[config.mk]
export PLATFORM = sky130hd
export DESIGN_NAME = nist_test_sequencer
export DESIGN_NICKNAME = d
export VERILOG_FILES = /design/src/rtl/nist_pkg.sv /design/src/rtl/nist_run_counter.sv /design/src/rtl/nist_test_sequencer.sv
export SDC_FILE = /design/constraint.sdc
export NUM_CORES = 1
export LEC_CHECK = 0
export ABC_AREA = 1
export CORE_MARGIN = 2
export CORE_UTILIZATION = 45
export CTS_CLUSTER_SIZE = 28
export DETAILED_ROUTE_END_ITERATION = 16
export SLEW_MARGIN = 10
export SYNTH_ARGS = -nofsm -noshare
export SYNTH_HDL_FRONTEND = slang
export SYNTH_HIERARCHICAL = 1
export SYNTH_SLANG_ARGS = --single-unit
export TNS_END_PERCENT = 100
[constraint.sdc]
create_clock -name clk -period 6 [get_ports clk]
set_clock_uncertainty 0.1 [all_clocks]
set_input_delay 0.6 -clock clk [delete_from_list [all_inputs] [get_ports clk]]
set_output_delay 0.6 -clock clk [all_outputs]
set_load 0.02 [all_outputs]
[src/rtl/nist_pkg.sv]
// rtl/nist_pkg.sv - shared state encoding, default parameters and helpers for the NIST sequencer
package nist_pkg;

    typedef enum logic [2:0] {
        ST_IDLE,
        ST_WARM,
        ST_RUN,
        ST_EVAL,
        ST_DONE
    } state_t;

    localparam int DEF_BLK_LEN  = 128;
    localparam int DEF_NUM_BLKS = 128;
    localparam int DEF_MAX_FAIL = 5;
    localparam int DEF_WARMUP   = 16;

    localparam logic [3:0] FAIL_SAT = 4'd15;

    function automatic logic [3:0] sat_inc4(input logic [3:0] v);
        return (v == FAIL_SAT) ? v : v + 4'd1;
    endfunction

endpackage

[src/rtl/nist_run_counter.sv]
// rtl/nist_run_counter.sv - bit-within-block and block-within-run counters with terminal-count flags
module nist_run_counter
    import nist_pkg::*;
#(
    parameter int BLK_LEN  = DEF_BLK_LEN,
    parameter int NUM_BLKS = DEF_NUM_BLKS
) (
    input  logic clk,
    input  logic rst,
    input  logic i_clr,
    input  logic i_bit_inc,
    input  logic i_blk_inc,
    output logic o_bit_tc,
    output logic o_blk_last
);

    localparam int BW = $clog2(BLK_LEN) + 1;
    localparam logic [BW-1:0] BIT_LAST = BW'(BLK_LEN - 1);
    localparam logic [7:0]    BLK_LAST = 8'(NUM_BLKS - 1);

    logic [BW-1:0] r_bit_cnt;
    logic [7:0]    r_blk_cnt;

    // Terminal count fires on the cycle that accepts the last bit of the block,
    // and the counter wraps so the next block starts from zero.
    assign o_bit_tc   = i_bit_inc && (r_bit_cnt == BIT_LAST);
    assign o_blk_last = (r_blk_cnt == BLK_LAST);

    always_ff @(posedge clk) begin
        if (rst || i_clr) begin
            r_bit_cnt <= '0;
            r_blk_cnt <= '0;
        end else begin
            if (i_bit_inc) begin
                r_bit_cnt <= o_bit_tc ? '0 : r_bit_cnt + BW'(1);
            end
            if (i_blk_inc) begin
                r_blk_cnt <= r_blk_cnt + 8'd1;
            end
        end
    end

endmodule

[src/rtl/nist_test_sequencer.sv]
// rtl/nist_test_sequencer.sv - run sequencer for a block-wise monobit randomness health test
module nist_test_sequencer
    import nist_pkg::*;
#(
    parameter int BLK_LEN  = DEF_BLK_LEN,
    parameter int NUM_BLKS = DEF_NUM_BLKS,
    parameter int MAX_FAIL = DEF_MAX_FAIL,
    parameter int WARMUP   = DEF_WARMUP
) (
    input  logic       clk,
    input  logic       rst,
    input  logic       start,
    input  logic       abort,
    input  logic       rnd_valid,
    input  logic       blk_ok,
    output logic       rnd_en,
    output logic       bit_en,
    output logic       blk_clr,
    output logic       busy,
    output logic       done,
    output logic       pass,
    output logic [3:0] fail_cnt
);

    localparam logic [3:0] MAX_FAIL_V  = 4'(MAX_FAIL);
    localparam logic [7:0] WARM_LAST_V = 8'(WARMUP - 1);

    state_t     r_state;
    state_t     w_state_nxt;
    logic [7:0] r_warm_cnt;
    logic [3:0] r_fail_cnt;
    logic       r_pass;

    logic       w_abort_run;
    logic       w_start_go;
    logic       w_warm_last;
    logic       w_bit_tc;
    logic       w_blk_last;
    logic       w_cnt_clr;
    logic       w_blk_inc;
    logic [3:0] w_fail_upd;

    assign w_abort_run = abort && (r_state != ST_IDLE);
    assign w_start_go  = (r_state == ST_IDLE) && start && !abort;
    assign w_warm_last = rnd_valid && (r_warm_cnt == WARM_LAST_V);
    assign w_fail_upd  = blk_ok ? r_fail_cnt : sat_inc4(r_fail_cnt);
    assign w_cnt_clr   = w_start_go || w_abort_run;
    assign w_blk_inc   = (r_state == ST_EVAL) && !abort;

    nist_run_counter #(
        .BLK_LEN  (BLK_LEN),
        .NUM_BLKS (NUM_BLKS)
    ) u_run_counter (
        .clk        (clk),
        .rst        (rst),
        .i_clr      (w_cnt_clr),
        .i_bit_inc  (bit_en),
        .i_blk_inc  (w_blk_inc),
        .o_bit_tc   (w_bit_tc),
        .o_blk_last (w_blk_last)
    );

    always_comb begin
        w_state_nxt = r_state;
        rnd_en      = 1'b0;
        bit_en      = 1'b0;
        blk_clr     = 1'b0;
        busy        = 1'b1;
        done        = 1'b0;

        case (r_state)
            ST_IDLE: begin
                busy    = 1'b0;
                blk_clr = 1'b1;
                if (w_start_go) begin
                    w_state_nxt = (WARMUP == 0) ? ST_RUN : ST_WARM;
                end
            end
            ST_WARM: begin
                rnd_en = 1'b1;
                if (w_warm_last) begin
                    w_state_nxt = ST_RUN;
                end
            end
            ST_RUN: begin
                rnd_en = 1'b1;
                bit_en = rnd_valid;
                if (w_bit_tc) begin
                    w_state_nxt = ST_EVAL;
                end
            end
            ST_EVAL: begin
                blk_clr = 1'b1;
                if (w_blk_last || (w_fail_upd > MAX_FAIL_V)) begin
                    w_state_nxt = ST_DONE;
                end else begin
                    w_state_nxt = ST_RUN;
                end
            end
            ST_DONE: begin
                done        = !abort;
                w_state_nxt = ST_IDLE;
            end
            default: begin
                w_state_nxt = ST_IDLE;
            end
        endcase

        // Abort overrides every transition; the landing IDLE state holds blk_clr.
        if (w_abort_run) begin
            w_state_nxt = ST_IDLE;
        end
    end

    always_ff @(posedge clk) begin
        if (rst) begin
            r_state    <= ST_IDLE;
            r_warm_cnt <= '0;
            r_fail_cnt <= '0;
            r_pass     <= 1'b0;
        end else begin
            r_state <= w_state_nxt;
            if (w_start_go) begin
                r_warm_cnt <= '0;
                r_fail_cnt <= '0;
            end else begin
                if ((r_state == ST_WARM) && rnd_valid) begin
                    r_warm_cnt <= r_warm_cnt + 8'd1;
                end
                if ((r_state == ST_EVAL) && !abort) begin
                    r_fail_cnt <= w_fail_upd;
                end
            end
            if ((r_state == ST_DONE) && !abort) begin
                r_pass <= (r_fail_cnt <= MAX_FAIL_V);
            end
        end
    end

    assign pass     = r_pass;
    assign fail_cnt = r_fail_cnt;

endmodule

==> Yosys cells after proc, flatten, opt, wreduce, memory -nomap -nowiden <==
Cells that the tools add are included.
{ "op_classes": {"n_reduce_logical": 19, "mux": 13, "eq_ne": 11, "magnitude_cmp": 2, "n_addsub": 4} }
{ "op_table": {"columns": ["operator", "count"], "rows": [
  ["8-bit by 1-bit adder with 8-bit output (second input constant)", 3],
  ["8-bit by 7-bit equality test with 1-bit output (second input constant)", 2],
  ["3-bit two-way mux", 4],
  ["3-bit one-hot mux with 4 select lines", 1],
  ["8-bit by 4-bit equality test with 1-bit output (second input constant)", 1],
  ["1-bit logical AND", 8],
  ["4-bit two-way mux", 2],
  ["8-bit two-way mux", 1],
  ["2-bit OR reduction", 4],
  ["3-bit by 2-bit equality test with 1-bit output (second input constant)", 2],
  ["1-bit two-way mux", 5],
  ["4-bit by 1-bit adder with 4-bit output (second input constant)", 1],
  ["4-bit equality test (second input constant)", 1],
  ["4-bit by 3-bit > comparator with 1-bit output (second input constant)", 1],
  ["4-bit by 3-bit less-or-equal comparator with 1-bit output (second input constant)", 1],
  ["2-bit inequality test (second input constant)", 2],
  ["3-bit by 1-bit equality test with 1-bit output (second input constant)", 1],
  ["3-bit equality test (second input constant)", 1],
  ["3-bit logical NOT", 1],
  ["1-bit logical OR", 3],
  ["3-bit AND reduction", 1],
  ["3-bit nonzero test", 1],
  ["2-bit by 1-bit inequality test with 1-bit output (second input constant)", 1],
  ["1-bit logical NOT", 1]
]} }
{ "word_totals": {"input_bits": 6, "output_inout_bits": 10, "ff_bits": 32} }

==> Longest topological paths before layout <==
{ "depth": {"ltp_word": 7, "depth_mapped": 14} }

==> By module <==
Netlist, hierarchy kept.
{ "modules_own_cells": {"columns": ["module", "area_each_um2", "cells_each", "n_inst", "seq_area_each_um2"], "rows": [
  ["nist_test_sequencer", 962.2, 148, 1, 320.3],
  ["nist_run_counter", 793.3, 114, 1, 320.3]
]} }

==> Least setup slack after synthesis <==
No wires, ideal clock.
{ "synth_timing": {"path_type": "reg-to-reg", "start": "register r_state[1]", "end": "register r_state[1]", "stages_incl_launch_ff": 15, "path_buffers": 0, "slack_ps": 3778, "t_required_ps": 5830, "arrival_ps": 2052, "path_cell_list": "dfxtp_1 -> inv_1 -> nor3_1 -> inv_1 -> nor2_1 -> inv_1 -> nor2_4 -> nand3_1 -> inv_1 -> inv_1 -> nand2_1 -> nand4_1 -> nor2_1 -> nand2_1 -> a21oi_1"} }
{ "synth_via": {"elab_chain_len": 5, "word_cells_on_any_way": 16} }
{ "synth_lines": {"columns": ["item", "line_no", "source"], "rows": [
  ["start, declared", "nist_test_sequencer.sv:28", "state_t r_state;"],
  ["start signal, assigned", "nist_test_sequencer.sv:122", "r_state <= w_state_nxt;"],
  ["3-bit by 2-bit equality test with 1-bit output", "nist_test_sequencer.sv:71", "case (r_state)"],
  ["1-bit two-way mux", "nist_test_sequencer.sv:71", null],
  ["named net bit_en", "nist_test_sequencer.sv:17", "output logic bit_en,"],
  ["1-bit logical AND", "nist_run_counter.sv:26", "assign o_bit_tc = i_bit_inc && (r_bit_cnt == BIT_LAST);"],
  ["named net w_bit_tc", "nist_test_sequencer.sv:37", "logic w_bit_tc;"],
  ["2-bit by 1-bit inequality test with 1-bit output (no source line)", null, null],
  ["3-bit AND reduction (no source line)", null, null]
]} }
The timed path passes the listed nets, and every way through them passes these cells.
A chain may end at the register's enable or synchronous reset.

==> Worst setup path after layout <==
{ "layout_timing": {"start": "input abort", "end": "output done"} }
{ "layout_via": {"elab_chain_len": 2} }
{ "layout_lines": {"columns": ["item", "line_no", "source"], "rows": [
  ["start, declared", "nist_test_sequencer.sv:13", "input logic abort,"],
  ["1-bit logical NOT", "nist_test_sequencer.sv:101", "done = !abort;"],
  ["1-bit two-way mux", "nist_test_sequencer.sv:71", null],
  ["end, declared", "nist_test_sequencer.sv:20", "output logic done,"]
]} }
Every way passes these cells.

==> run metrics <==
run status=finished, final reports clean; placed cell count=325; drt wl/cell=10.5 um; via count of the first global-routing pass=1511; Power Total=0.582 mW; CTS Buf Count=5; # hold bufs at CTS=0; drt first pass iters=4; count of flip-flops with a built-in enable after synthesis=0; final instance count without filler cells=333; wire length of the first global-routing pass=6190 um; number of sinks driven by the clock tree=32; Boundary Pins=16; kind of capture point of the worst setup path=output port; RSZ-0062 raised after global routing=no; final total negative setup slack=0 ps; number of nets in the finished design=296; DRC=0; GRT Util Overall=18.0%; die outline width=66.5 um; insertion delay to the later sink of the worst-skew pair=280 ps; finished layout cell area=2070 um2; maximum frequency from static timing analysis=347 MHz; top post-synthesis cells by area=sky130_fd_sc_hd__dfxtp_1, sky130_fd_sc_hd__nand2_1, sky130_fd_sc_hd__inv_1; global route total overflow=0; gp weighted congestion=0.773; via count of the routed design=1626; worst-case headroom to the max-slew limit=69.0%; transition at the pin with the smallest max-transition slack=461 ps; setup violators final=0; prevailing post-synth register cell=sky130_fd_sc_hd__dfxtp_1; cell depth of the worst flop-to-flop path=14; Post-Syn Area per Cell=6.70 um2; post-synthesis cell type count=25; pin count of the biggest net entering global routing=13; register bit total from synthesis=32; Chip Height=66.5 um; cell area after placement=1970 um2; Critical Path Fanout Max=4; critical path start-end classification=input pin to output port; Warnings, synthesis=6; Post-Syn Nets=274; starting utilization of the core area=47.2%; cell row count=22; average via count per standard cell=4.88; post-cts repair resize count=0; post-synthesis instance area=1760 um2; clock tree from TritonCTS=done; power per cell area=281 nW/um2; layout cells sized above 1=8.42%; antenna diode instance count=0; worst hold-check path type=flop to flop; category of the worst setup path launch point=input pin; instance count of the mapped netlist=262; Initial DRC Count=64; number of routed nets with antenna violations=0; max capacitance violation total=0; Reg clk slew, reported paths=70 ps; final hold violation count=0; Detailed Place HPWL=2620 um; static leakage=0.830 nW; Critical Path AT=2180 ps; highest-count cells in the layout ignoring fill and taps=sky130_fd_sc_hd__nand2_1, sky130_fd_sc_hd__inv_1, sky130_fd_sc_hd__dfxtp_1; antenna violations before repair=0; proportion of synthesized flip-flops having asynchronous set or reset=0%; area of the core=3720 um2; Root Driver=sky130_fd_sc_hd__clkbuf_8; worst-case clock buffer depth=2; proportion of netlist area held by the largest area contributor=36.5%; peak ir drop on the vdd network=160 uV; Port Buf Inserts=15; share of the yosys chip area belonging to registers=36.5%; final routed wirelength across all metal layers=3500 um; data required time of the critical path=5300 ps; number of buffers added for setup after CTS=0; post-route fraction of the period consumed by the critical path=48.0%; most frequent standard cell in the layout excluding fill and tap cells=sky130_fd_sc_hd__nand2_1; shortest clock period the worst path allows after layout=2880 ps; final max-slew violation count=0; number of stages on the worst hold path=2; die area=4420 um2; area overhead of the layout relative to synthesis=18.1%; H-tree lvl count=2; area leader, netlist=sky130_fd_sc_hd__dfxtp_1
metrics by stage:
| step | hold WS [ps] | setup slack, ps | utilization [%] |
|---|---|---|---|
| finish | 360 | 3120 | 55.8 |
| global route | 385 | 3020 | 55.8 |
| CTS | 359 | 3120 | 55.8 |
| detailed placement | 346 | 3120 | 52.9 |
| global placement | 340 | 3160 | 52.9 |
| floorplan | 325 | 3780 | - |
routing by layer:
layer / vias to the layer above / wire length [um] / global-route usage, %
met3: 2 / 149 / 4.39
met1: 714 / 1800 / 23.1
met4: 0 / 10 / 6.63
met2: 32 / 1540 / 29.3
li1: 878 / - / -
met5: - / 0 / 0
cells in the mapped netlist (2+ instances only):
cell / count
sky130_fd_sc_hd__nor2_2: 3
sky130_fd_sc_hd__inv_2: 3
sky130_fd_sc_hd__dfxtp_1: 32
sky130_fd_sc_hd__nand4_1: 4
sky130_fd_sc_hd__nor3_1: 9
sky130_fd_sc_hd__inv_1: 40
sky130_fd_sc_hd__a21oi_1: 21
sky130_fd_sc_hd__nand2_1: 70
sky130_fd_sc_hd__nor2_1: 27
sky130_fd_sc_hd__nor2_4: 7
sky130_fd_sc_hd__nand3_1: 15
sky130_fd_sc_hd__o21ai_0: 12
sky130_fd_sc_hd__ha_1: 6
sky130_fd_sc_hd__nor4_1: 2
final cells by class:
class                           count  area, um2
Multi-Input combinational cell    187        953
Clock buffer                        6       72.6
Clock inverter                      2       35.0
Timing Repair Buffer               15        150
Fill cell                         355       1640
Inverter                           43        161
Tap cell                           48       60.1
Sequential cell                    32        641
report_power, final:
part           total [mW]  switching, mW  leakage, nW  internal (mW)
clock network       0.206         0.0824       0.0552          0.123
registers           0.228        0.00830        0.258          0.220
logic               0.148         0.0942        0.517         0.0539
total               0.582          0.185        0.830          0.397
state kept, by name (all words and copies together) (netlist names):
| name | cells |
|---|---|
| fail_cnt | 4 |
| pass | 1 |
| r_state | 3 |
| r_warm_cnt | 8 |
| u_run_counter/r_bit_cnt | 8 |
| u_run_counter/r_blk_cnt | 8 |
kinds of logic after synthesis:
family / count (synthesis) / share of synthesized area, %
simple gates: 143 / 38.3
buf+inv: 43 / 9.19
compound gates: 36 / 10.8
flops: 32 / 36.5
fa+ha+maj: 6 / 4.28
xor+xnor: 2 / 0.998
final timing paths:
kind,from,slack [ps],end
setup / recovery,abort,3120,done
hold / removal,u_run_counter/r_bit_cnt[6]$_SDFFE_PP0P_,360,u_run_counter/r_bit_cnt[6]$_SDFFE_PP0P_
setup reg to reg,r_state[1]$_SDFFE_PP0P_,3700,r_state[1]$_SDFFE_PP0P_
hold reg to reg,u_run_counter/r_bit_cnt[6]$_SDFFE_PP0P_,360,u_run_counter/r_bit_cnt[6]$_SDFFE_PP0P_
critical path: stages:
cell and delay (ps):
sky130_fd_sc_hd__clkdlybuf4s50_1 500, sky130_fd_sc_hd__nor4_1 390, sky130_fd_sc_hd__clkdlybuf4s50_1 690
Power figures use the tool's default switching activity.
